==> src/rtl/bcd_counter_2d.sv <==
// ---------------------------------------------------------------------------
// bcd_counter_2d
//
// Two-digit synchronous BCD up/down counter (00..99) with parallel load.
// A load is rejected as a whole when either load digit is outside 0..9.
// The counter feeds a BCD-to-Excess-3 converter stage downstream, one
// converter per digit output.
//
// Ports:
//   clk       in   rising-edge clock for all state
//   rst       in   synchronous active-high reset (q = 00, load_err = 0)
//   en        in   count enable
//   up        in   direction: 1 = increment, 0 = decrement
//   load      in   parallel load request (takes priority over en)
//   d_ones    in   [3:0] load value, ones digit
//   d_tens    in   [3:0] load value, tens digit
//   q_ones    out  [3:0] registered ones digit, always 0..9
//   q_tens    out  [3:0] registered tens digit, always 0..9
//   tc        out  combinational terminal count, for cascading
//   load_err  out  registered one-cycle flag for a rejected load
// ---------------------------------------------------------------------------
module bcd_counter_2d (
    input  logic       clk,
    input  logic       rst,
    input  logic       en,
    input  logic       up,
    input  logic       load,
    input  logic [3:0] d_ones,
    input  logic [3:0] d_tens,
    output logic [3:0] q_ones,
    output logic [3:0] q_tens,
    output logic       tc,
    output logic       load_err
);

    logic load_ok;
    logic ones_max;
    logic ones_min;
    logic tens_max;
    logic tens_min;

    // Both digits must be valid BCD; otherwise nothing is loaded.
    assign load_ok  = (d_ones <= 4'd9) && (d_tens <= 4'd9);

    assign ones_max = (q_ones == 4'd9);
    assign ones_min = (q_ones == 4'd0);
    assign tens_max = (q_tens == 4'd9);
    assign tens_min = (q_tens == 4'd0);

    // Terminal count is deliberately not gated by load or rst so a cascaded
    // stage sees it purely as a function of en, up and the current count.
    assign tc = en & ((up & tens_max & ones_max) | (~up & tens_min & ones_min));

    // Priority: rst > load > en > hold. load_err defaults low every edge so
    // it is a single-cycle pulse unless invalid loads arrive back to back.
    always_ff @(posedge clk) begin
        if (rst) begin
            q_ones   <= '0;
            q_tens   <= '0;
            load_err <= 1'b0;
        end else begin
            load_err <= 1'b0;
            if (load) begin
                if (load_ok) begin
                    q_ones <= d_ones;
                    q_tens <= d_tens;
                end else begin
                    load_err <= 1'b1;
                end
            end else if (en) begin
                if (up) begin
                    if (ones_max) begin
                        q_ones <= '0;
                        q_tens <= tens_max ? 4'd0 : q_tens + 4'd1;
                    end else begin
                        q_ones <= q_ones + 4'd1;
                    end
                end else begin
                    if (ones_min) begin
                        q_ones <= 4'd9;
                        q_tens <= tens_min ? 4'd9 : q_tens - 4'd1;
                    end else begin
                        q_ones <= q_ones - 4'd1;
                    end
                end
            end
        end
    end

endmodule

==> config.mk <==
export PLATFORM = sky130hd
export DESIGN_NAME = bcd_counter_2d
export DESIGN_NICKNAME = d
export VERILOG_FILES = /design/src/rtl/bcd_counter_2d.sv
export SDC_FILE = /design/constraint.sdc
export NUM_CORES = 1
export LEC_CHECK = 0
export BUFFER_PORTS_ARGS = -buffer_cell sky130_fd_sc_hd__buf_2
export CAP_MARGIN = 20
export CORE_MARGIN = 2
export CORE_UTILIZATION = 40
export DETAILED_ROUTE_END_ITERATION = 6
export PLACE_DENSITY = 0.6
export SETUP_SLACK_MARGIN = 0.05
export SLEW_MARGIN = 20
export SYNTH_ARGS = -nofsm -noshare
export SYNTH_HDL_FRONTEND = slang
export SYNTH_SLANG_ARGS = --single-unit
==> constraint.sdc <==
create_clock -name clk -period 2.1 [get_ports clk]
set_clock_uncertainty 0.2 [all_clocks]
set_input_delay 0.105 -clock clk [delete_from_list [all_inputs] [get_ports clk]]
set_output_delay 0.105 -clock clk [all_outputs]
set_load 0.005 [all_outputs]
==> run metrics <==
status completed; CP arrival 1850 ps; Syn Nets 121; Max Slew Vio Count 0; IR drop worst, VDD 0.438 mV; DR WL/cell 13.1 um; Die ar. 0.00242 mm2; clk slew on worst S/H paths 70 ps; gr busiest metal met2; sw frac 35.2%; part of the power in registers 41.5%; # fillers 204; worst r2r src q_tens[0]$_SDFFE_PP0P_; total congestion overflow 0; PwrDens 526 mW/mm2; Clk Tree Root Cell clkbuf_4; most frequent cells in the layout buf_2 (22), a21oi_1 (9), dfxtp_1 (8); WHS Path Cells 4; vias in the first global route 760; Leakage 0.000399 uW; CTS buffer count 3; initial antenna violation count 0; met1 GRT Util 22.2%; hold path start d_ones[1]; Antenna Cells 0; Final setup viols 0; Core Area 0.00194 mm2; Switch Pwr 185 uW; storage element area 181 um2; Pint 341 uW; area delta synth->final 22.3%; CTS tree yes; Seq/Total Area, Yosys 22.0%; Final Hold Vio Count 0; largest net degree at the start of global routing 24; post-CTS setup buffers 0; layout cell share with drive strength beyond 1 25.6%; Max Cap Viol 0; area occupied by multi-input gates 552 um2; Final min period 1890 ps; Critical Path Fanout Max 7; Comb power frac 31.1%; drt total wl 2040 um; hold endpoint q_ones[1]$_SDFFE_PP0P_; Main synth FF type dfxtp_1; row cnt 16; Max Fclk 0.530 GHz; Clock power frac 27.4%; Hold Crit Class input pin to flip-flop; total iterations of the first detailed-routing run 4; met3 Use GR 6.44%; WP data required 2060 ps; post-DP HPWL 1420 um; starting density of the core 42.1%; routed via count 885; RSZ-0062 raised after global routing no; Die X 49.2 um; Final #Nets 143; Setup TNS 0 ps; most common cell after layout, fill and taps aside buf_2; Synth cell types 41; flops & latches, synth 9; final instance count without filler cells 156; Synthesis Warnings 0; H-tree depth 1; number of synthesized flops with an enable pin 0; CTS Buffer Depth 2; Final period util 89.8%; clock sinks 9; global-route wire length before repair 3540 um; Worst Tran Pin Value 582 ps; initial DRC count 22; die height 49.2 um; kind of end point of the critical path flip-flop; latest clock arrival within the worst-skew pair 270 ps; worst rel slew slack 61.0%; # IOs 23; Synth async-reset ratio 0%; crit start category input pin; PortBufs 22; flop2flop setup slack 290 ps; CP Class input pin to flip-flop; Mapped Cells 108; DRC Markers 0; Register-to-Register Path Depth 4; placer congestion estimate 0.778; grt met2 use 32.0%; placed cells 145; Synth Cell Area 818 um2; worst flop-to-flop path endpoint q_tens[1]$_SDFFE_PP0P_; Total GRT Usage 18.5%; Vias/cell 5.67; antenna viol nets, final 0; Mapped Avg Cell Area 7.58 um2
## power by group through the flow
stage          logic, uW  clock network (uW)  registers (uW)
2_1_floorplan        137                   0             197
4_1_cts              163                 147             217
3_5_place_dp         151                   0             221
3_3_place_gp         150                   0             219
6_report             164                 144             218
5_1_grt              183                 158             223
## state kept, by name, summed over array words and instances (netlist names)
signal	cells
q_ones	4
q_tens	4
load_err	1
## worst max-delay path by stage
stage,from,to,slack [ps],cells past startpoint
floorplan,q_ones[1]$_SDFFE_PP0P_,q_tens[1]$_SDFFE_PP0P_,390,5
global placement,q_ones[0]$_SDFFE_PP0P_,q_tens[3]$_SDFFE_PP0P_,290,4
detailed placement,q_ones[0]$_SDFFE_PP0P_,q_tens[3]$_SDFFE_PP0P_,250,4
CTS,q_ones[3]$_SDFFE_PP0P_,tc,220,5
global route,q_ones[3]$_SDFFE_PP0P_,tc,50,5
finish,d_ones[1],q_ones[0]$_SDFFE_PP0P_,210,6
## synth_stat cells (all sizes together) (3+ instances only)
master / instances / share of area, %
buf: 8 / 6.7
o21ai: 4 / 2.4
inv: 5 / 2.3
a21oi: 9 / 5.5
nand2b: 4 / 3.1
clkbuf: 5 / 2.3
nor2b: 5 / 3.8
nor2: 4 / 1.8
nand3: 5 / 3.1
nand2: 6 / 2.8
a211oi: 3 / 3.4
o41ai: 3 / 4.1
dfxtp: 9 / 22
## area by class of cell
| cell class | count | share of cell area [%] |
|---|---|---|
| multi-input cells | 81 | 55.1 |
| clock buffers | 3 | 2.25 |
| well taps | 27 | 3.38 |
| inverters | 5 | 1.88 |
| clock inverters | 1 | 0.500 |
| repair buffers | 30 | 18.8 |
| flip-flops and latches | 9 | 18.1 |
## worst max-delay path: stages
cell and delay (ps):
buf_2 110, o21ai_0 450, a31oi_1 330, a21oi_1 230
a21oi_1 70, dlygate4sd3_1 560
## cell families (layout without fill, tap and decap cells)
logic type,Yosys count,in the layout,share of synthesized area (%)
flops,9,9,22.0
compound gates,35,35,32.1
xor+xnor,4,4,4.28
buf+inv,18,39,11.3
simple gates,42,42,30.3
## per-stage QoR
stage | setup WS, ps | hold WS [ps] | util, % | total power, uW | instance area (um2)
2_1_floorplan | 392 | 63.1 | - | 335 | 818
3_3_place_gp | 289 | 180 | 46.1 | 369 | 896
3_5_place_dp | 253 | 187 | 46.1 | 372 | 896
4_1_cts | 216 | 22.4 | 51.2 | 526 | 993
5_1_grt | 50.5 | 28.7 | 51.5 | 564 | 1000
6_report | 214 | 28.5 | 51.5 | 526 | 1000
## routing by layer
metal / routed length [um] / up-vias
met1: 927 / 407
met5: 0 / -
li1: - / 454
met4: 0 / 0
met3: 110 / 0
met2: 1010 / 24
## repair_timing
action | CTS | global route
gates resized for setup | 0 | 2
endpoints found under the setup margin | 0 | 1
hold buffers | 7 | 0
hold endpoints to repair | 8 | 0
(Power assumes the default switching activity.)
